## config.mk

```make
export PLATFORM = sky130hd
export DESIGN_NAME = sram_bist_ctrl
export DESIGN_NICKNAME = d
export VERILOG_FILES = /design/src/rtl/sram_bist_ctrl.sv
export SDC_FILE = /design/constraint.sdc
export NUM_CORES = 1
export LEC_CHECK = 0
export CAP_MARGIN = 20
export CORE_ASPECT_RATIO = 1.5
export CORE_MARGIN = 4
export CORE_UTILIZATION = 35
export DETAILED_ROUTE_END_ITERATION = 10
export GPL_TIMING_DRIVEN = 0
export HOLD_SLACK_MARGIN = 0.12
export PLACE_DENSITY = 0.89
export SLEW_MARGIN = 15
export SYNTH_ARGS = -nofsm -noshare
export SYNTH_HDL_FRONTEND = slang
export SYNTH_SLANG_ARGS = --single-unit
```

## constraint.sdc

```tcl
create_clock -name clk0 -period 6.3 [get_ports clk0]
set_input_delay 1.26 -clock clk0 [delete_from_list [all_inputs] [get_ports clk0]]
set_output_delay 1.26 -clock clk0 [all_outputs]
set_load 0.03 [all_outputs]
```

## src/rtl/sram_bist_ctrl.sv

```systemverilog
// March C- BIST controller for an OpenRAM 1RW macro. It passes the functional
// pins through while idle and owns the macro port while a test runs.
module sram_bist_ctrl #(
    parameter int ADDR_WIDTH     = 6,
    parameter int DATA_WIDTH     = 32,
    parameter int MASK_WIDTH     = 4,
    parameter int READ_LATENCY   = 1,
    parameter int FAIL_CNT_WIDTH = 8
) (
    input  logic                      clk0,
    input  logic                      rstb0,
    input  logic                      start,
    output logic                      busy,
    output logic                      done,
    output logic                      fail,
    output logic [ADDR_WIDTH-1:0]     fail_addr,
    output logic [FAIL_CNT_WIDTH-1:0] fail_count,
    input  logic                      func_csb0,
    input  logic                      func_web0,
    input  logic [MASK_WIDTH-1:0]     func_wmask0,
    input  logic [ADDR_WIDTH-1:0]     func_addr0,
    input  logic [DATA_WIDTH-1:0]     func_din0,
    output logic [DATA_WIDTH-1:0]     func_dout0,
    output logic                      csb0,
    output logic                      web0,
    output logic [MASK_WIDTH-1:0]     wmask0,
    output logic [ADDR_WIDTH-1:0]     addr0,
    output logic [DATA_WIDTH-1:0]     din0,
    input  logic [DATA_WIDTH-1:0]     dout0
);

    typedef enum logic [1:0] {S_IDLE, S_RUN, S_DRAIN, S_DONE} state_t;

    localparam logic [ADDR_WIDTH-1:0]     ADDR_MAX   = '1;
    localparam logic [ADDR_WIDTH-1:0]     ADDR_ONE   = 1;
    localparam logic [FAIL_CNT_WIDTH-1:0] CNT_ONE    = 1;
    localparam logic [1:0]                DRAIN_LAST = 2'(READ_LATENCY - 1);

    state_t                  state, state_nxt;
    logic [2:0]              elem;
    logic [ADDR_WIDTH-1:0]   addr;
    logic                    phase;
    logic [1:0]              drain_cnt;

    logic                    start_ok;
    logic                    desc, two_op, op_write, op_pat, op_done, addr_term, last_op;

    logic [READ_LATENCY-1:0] pipe_vld;
    logic [READ_LATENCY-1:0] pipe_exp;
    logic [ADDR_WIDTH-1:0]   pipe_addr [READ_LATENCY];
    logic                    miscompare;

    // Decode the current march op; patterns are all-zeros/all-ones so one bit suffices.
    assign start_ok  = start && (state == S_IDLE || state == S_DONE);
    assign desc      = (elem == 3'd3) || (elem == 3'd4);
    assign two_op    = (elem != 3'd0) && (elem != 3'd5);
    assign op_write  = (elem == 3'd0) || (two_op && phase);
    assign op_pat    = op_write ? ((elem == 3'd1) || (elem == 3'd3))
                                : ((elem == 3'd2) || (elem == 3'd4));
    assign op_done   = !two_op || phase;
    assign addr_term = desc ? (addr == '0) : (addr == ADDR_MAX);
    assign last_op   = (elem == 3'd5) && (addr == ADDR_MAX);

    assign busy       = (state == S_RUN) || (state == S_DRAIN);
    assign done       = (state == S_DONE);
    assign func_dout0 = dout0;

    always_ff @(posedge clk0) begin
        if (!rstb0) state <= S_IDLE;
        else        state <= state_nxt;
    end

    always_comb begin
        state_nxt = state;
        csb0      = func_csb0;
        web0      = func_web0;
        wmask0    = func_wmask0;
        addr0     = func_addr0;
        din0      = func_din0;
        case (state)
            S_IDLE, S_DONE: begin
                if (start) state_nxt = S_RUN;
            end
            S_RUN: begin
                csb0   = 1'b0;
                web0   = !op_write;
                wmask0 = '1;
                addr0  = addr;
                din0   = op_write ? {DATA_WIDTH{op_pat}} : '0;
                if (last_op) state_nxt = S_DRAIN;
            end
            S_DRAIN: begin
                csb0   = 1'b1;
                web0   = 1'b1;
                wmask0 = '0;
                addr0  = '0;
                din0   = '0;
                if (drain_cnt == DRAIN_LAST) state_nxt = S_DONE;
            end
            default: state_nxt = S_IDLE;
        endcase
    end

    always_ff @(posedge clk0) begin
        if (!rstb0) begin
            elem      <= '0;
            addr      <= '0;
            phase     <= 1'b0;
            drain_cnt <= '0;
        end else if (start_ok) begin
            elem      <= '0;
            addr      <= '0;
            phase     <= 1'b0;
            drain_cnt <= '0;
        end else if (state == S_RUN) begin
            if (!op_done) begin
                phase <= 1'b1;
            end else begin
                phase <= 1'b0;
                if (addr_term) begin
                    elem <= elem + 3'd1;
                    // E3/E4 are the descending elements, so they start from the top.
                    addr <= (elem == 3'd2 || elem == 3'd3) ? ADDR_MAX : '0;
                end else begin
                    addr <= desc ? addr - ADDR_ONE : addr + ADDR_ONE;
                end
            end
        end else if (state == S_DRAIN) begin
            drain_cnt <= drain_cnt + 2'd1;
        end
    end

    always_ff @(posedge clk0) begin
        if (!rstb0) begin
            pipe_vld <= '0;
            pipe_exp <= '0;
            for (int unsigned i = 0; i < READ_LATENCY; i++) pipe_addr[i] <= '0;
        end else begin
            pipe_vld[0]  <= (state == S_RUN) && !op_write;
            pipe_exp[0]  <= op_pat;
            pipe_addr[0] <= addr;
            for (int unsigned i = 1; i < READ_LATENCY; i++) begin
                pipe_vld[i]  <= pipe_vld[i-1];
                pipe_exp[i]  <= pipe_exp[i-1];
                pipe_addr[i] <= pipe_addr[i-1];
            end
        end
    end

    assign miscompare = pipe_vld[READ_LATENCY-1] &&
                        (dout0 != {DATA_WIDTH{pipe_exp[READ_LATENCY-1]}});

    always_ff @(posedge clk0) begin
        if (!rstb0 || start_ok) begin
            fail       <= 1'b0;
            fail_addr  <= '0;
            fail_count <= '0;
        end else if (miscompare) begin
            fail <= 1'b1;
            if (!fail) fail_addr <= pipe_addr[READ_LATENCY-1];
            if (fail_count != '1) fail_count <= fail_count + CNT_ONE;
        end
    end

endmodule

```

# Word-level counts from Yosys, hierarchy flattened
# Memories as Yosys holds them, arrays and structs flattened. A register that Yosys moved wholly into a read port is not among the register bits.
# Index checks and enable logic that the tools add are counted.
[totals]
ff_bits = 25
mem_bits_rw = 6
in_bits = 79
out_inout_bits = 93
word_cells = 85
n_memories = 1
[mem_list]
columns = ["memory", "words", "word_bits", "read_ports", "rd_clocked_by_memory_dff", "wr", "line_no", "source"]
rows = [
  ["pipe_addr", 1, 6, 1, 1, 1, "50", "logic [ADDR_WIDTH-1:0] pipe_addr [READ_LATENCY];"],
]
[op_classes]
n_addsub = 5
n_eq_ne = 15
muxes = 20
bitwise = 3
n_reduce_logical = 32
[ops]
columns = ["op", "n"]
rows = [
  ["32-bit case mux with 2 select lines", 1],
  ["32-bit two-way mux", 1],
  ["32-bit != test", 1],
  ["6-bit two-way mux", 4],
  ["6-bit case mux with 2 select lines", 1],
  ["1-bit logical OR", 9],
  ["8-bit by 1-bit adder with 8-bit output, second input constant", 1],
  ["8-bit != test, second input constant", 1],
  ["4-bit case mux with 2 select lines", 1],
  ["2-bit AND reduction", 4],
  ["6-bit by 1-bit adder with 6-bit output, second input constant", 1],
  ["3-bit by 2-bit == test with 1-bit output, second input constant", 2],
  ["3-bit == test, second input constant", 2],
  ["6-bit == test, second input constant", 1],
  ["1-bit logical AND", 6],
  ["6-bit zero test", 1],
  ["1-bit two-way mux", 6],
  ["2-bit two-way mux", 3],
  ["2-bit case mux with 3 select lines", 1],
  ["3-bit AND reduction", 2],
  ["6-bit OR reduction", 1],
  ["6-bit by 1-bit subtractor with 6-bit output, second input constant", 1],
  ["2-bit == test, second input constant", 2],
  ["2-bit zero test", 2],
  ["13 further kinds", 20],
]

# Longest topological paths before layout
[depth]
depth_word = 7
depth_mapped = 10
ltp_nobuf = 10

# Worst setup path before layout
# No wires, ideal clock.
[synth_path]
path_type = "flip-flop to output port"
startpoint = "reg state[0]"
endpoint = "out din0[0]"
arrival_time_ns = 1.856
required_time_ns = 5.040
setup_slack_ns = 3.184
path_stages_with_launch = 8
n_path_buf = 2
path_cell_list = "dfxtp_1 > inv_1 > ha_1 > clkbuf_1 > inv_1 > nand4_1 > clkbuf_1 > nand2_1"
[synth_via]
elab_chain_cells = 2
word_cells_on_any_way = 3
classes_between = "2 x eq/ne; 1 x mux"
[synth_lines]
columns = ["element", "line_no", "source"]
rows = [
  ["start, declared", "39", "state_t state, state_nxt;"],
  ["start signal, assigned", "70", "else state <= state_nxt;"],
  ["2-bit == test or 2-bit by 1-bit == test with 1-bit output (tied branches)", "80", "case (state)"],
  ["32-bit case mux with 2 select lines *", "80", ""],
  ["end, declared", "28", "output logic [DATA_WIDTH-1:0] din0,"],
]
# Mark *: on every way between the ends. The rest lies on a longest branch, timed or not.

# Final worst setup path
[layout_path]
startpoint = "reg elem[0]"
endpoint = "out din0[25]"
[layout_via]
elab_chain_cells = 7
word_cells_on_any_way = 15
classes_between = "5 x eq/ne; 3 x mux; 7 x reduce/logical"
[layout_lines]
columns = ["element", "line_no", "source"]
rows = [
  ["start, declared", "40", "logic [2:0] elem;"],
  ["start signal, assigned", "121", "elem <= elem + 3'd1;"],
  ["3-bit != test or 3-bit nonzero test (tied branches)", "56", "assign two_op = (elem != 3'd0) && (elem != 3'd5);"],
  ["1-bit logical AND", "56", ""],
  ["1-bit logical AND", "57", "assign op_write = (elem == 3'd0) || (two_op && phase);"],
  ["1-bit logical OR", "57", ""],
  ["1-bit two-way mux", "58", "assign op_pat = op_write ? ((elem == 3'd1) || (elem == 3'd3))"],
  ["32-bit two-way mux *", "89", "din0 = op_write ? {DATA_WIDTH{op_pat}} : '0;"],
  ["32-bit case mux with 2 select lines *", "80", ""],
]
# Marked as above.

==> qor.txt <==
vias per cell = 4.93
most common cell in the netlist = nand2_1
post-synth top area share = 27.7%
Synth area leader = dfxtp_1
first-pass GRT wire length = 14.0 mm
total routed wirelength = 8.98 mm
Final min period = 4140 ps
Die X = 79.4 um
syn_nets = 470
setup TNS = 0 ps
worst-case clock skew = 6.03 ps
Setup Buffers After CTS = 0
cts bufs inserted = 5
ANT nets after route = 0
Worst setup startpoint = elem[0]
fin area = 4630 um^2
clock sinks = 37
vias = 3221
P&R area growth vs syn = 72.9%
syn_area_per_cell = 7.14 um^2
Hold Violations, Final = 0
area occupied by registers = 741 um^2
register area share after synthesis = 27.7%
Starting DRT DRC Count = 89
Slew Limit Fails = 0
maximum VDD drop = 0.295 mV
most common library cells after synthesis = nand2_1 (112), dfxtp_1 (37), buf_4 (33), nor2_1 (19)
Placed Cells = 646
placer congestion estimate = 0.829
Antenna Cells = 0
RSZ-0062 raised after global routing = false
clk root buf = clkbuf_8
total congestion overflow = 0
Multi-input gate area = 1590 um^2
Mapped Area = 2680 um^2
layout cells sized above 1 = 8.30%
Hold Path Origin = pipe_addr[0][3]
number of distinct library cells after synthesis = 46
Max Fanout on Critical Path = 10
post-synthesis cell count = 375
CTS tree = built
number of H-tree levels = 2
die area = 9150 um^2
Final Cycle Share = 65.7%
worst skew pair latency = 290 ps
Post-CTS Hold Buffers = 0
worst setup path category = reg2out
Reg clk slew, reported paths = 70 ps
Pwr per Cell Area = 313 nW/um^2
Fin Hold WS = 444 ps
Final nets = 648
slew margin rel. = 50.7%
initial antenna violation count = 0
first-pass iteration count of the detailed router = 4
Max Buffers Root-to-Sink = 2
startpoint type of the worst setup path = register
status = finished clean
ys async rst share = 0%
synth warn = 0
Residual DRC = 0
Least-Margin Pin Slew = 738 ps
worst r2r src = elem[0]
Peak Freq = 0.242 GHz
worst min path class = reg2reg
main flop type after synthesis = dfxtp_1
Setup crit end kind = output port
Starting Density = 36.6%
Yosys reg bits = 37
area of placed instances = 4520 um^2
Finished Layout Cells = 654
synth top area cells = dfxtp_1 (28%), nand2_1 (16%), buf_4 (9.2%)
CORE AREA = 7320 um^2
largest net degree at the start of global routing = 12
DP HPWL = 7.63 mm
Post-CTS Resized = 0
IO Pins = 172
EDFF count, synth = 0
fillers = 630
Setup WS post-layout = 2160 ps
Place WS = 2400 ps
Leak = 2.00 nW
vias in the first global route = 3293
count of input and output buffers = 171
chip height = 115 um
# rows = 38
Critical Path RT = 5040 ps
Avg WL per Cell = 13.7 um
Max-Cap Viols = 0
GR Util All Layers = 18.9%
Finish-stage setup viols = 0
Crit path arrival time = 2880 ps
## critical path, stage by stage (launching register included)
cell and delay [ps]:
dfxtp_1 420, inv_1 120, ha_1 270, nand2_1 100, o22ai_1 80, a31oi_1 240
nand4_1 270, clkbuf_1 300, nand2_1 110, clkdlybuf4s50_1 690
## placed cells by master (no fill, tap or decap), drive strengths merged, types with 4 or more instances in the layout
master / n
clkdlybuf4s50: 171
nor3: 4
clkbuf: 21
nand2: 112
or3: 9
inv: 10
dfxtp: 37
nand4: 7
o21ai: 23
buf: 34
a31o: 6
nand3: 7
ha: 15
or4: 5
and2: 10
nor2: 19
nor4: 6
a21oi: 18
## state kept, by name, summed over array words and instances, names as in the netlist
name,cells
fail_count,8
addr,6
fail_addr,6
pipe_addr,6
elem,3
drain_cnt,2
state,2
fail,1
phase,1
pipe_exp,1
pipe_vld,1
## per-stage QoR
step / power, mW / utilization, %
detailed placement: 1.24 / 61.7
CTS: 1.46 / 63.3
global route: 1.53 / 63.3
floorplan: 0.852 / -
finish: 1.45 / 63.3
global placement: 1.23 / 61.7
## power breakdown
| part | switching, mW | internal (mW) |
|---|---|---|
| Clock | 0.0838 | 0.129 |
| Sequential | 0.0330 | 0.261 |
| Combinational | 0.557 | 0.386 |
## layer usage
layer	share of wire (%)	up-vias	GRT usage, %	wire [um]
met3	11	24	5.72	1010
met1	34	1409	17.2	3100
li1	-	1597	-	-
met2	51	191	37.2	4570
met4	3.4	0	8.94	302
met5	0	-	0	0
## final timing paths
kind                                     end  slack [ps]  cells after the start
worst min register to register  fail_addr[3]         440                      1
worst min-delay path            fail_addr[3]         440                      1
worst max register to register       addr[5]        3750                     10
worst max-delay path                din0[25]        2160                      9
## logic make-up after synthesis
kind of cell	synth area share (%)
and+or+nand+nor	31.9
AOI/OAI and AO/OA	14.7
buffers and inverters	13.0
DFF	27.7
adders and majority gates	7.75
xor gates and xnor gates	2.48
muxes	2.52
## cell type report
class,instances,share of cell area (%)
plain buffers,48,6.73
clock buffers,7,1.86
clock inverters,1,0.648
inverters,10,0.810
multi-input cells,280,34.3
flip-flops and latches,37,16.0
well taps,100,2.70
repair buffers,171,37.0
(Power assumes the default switching activity.)
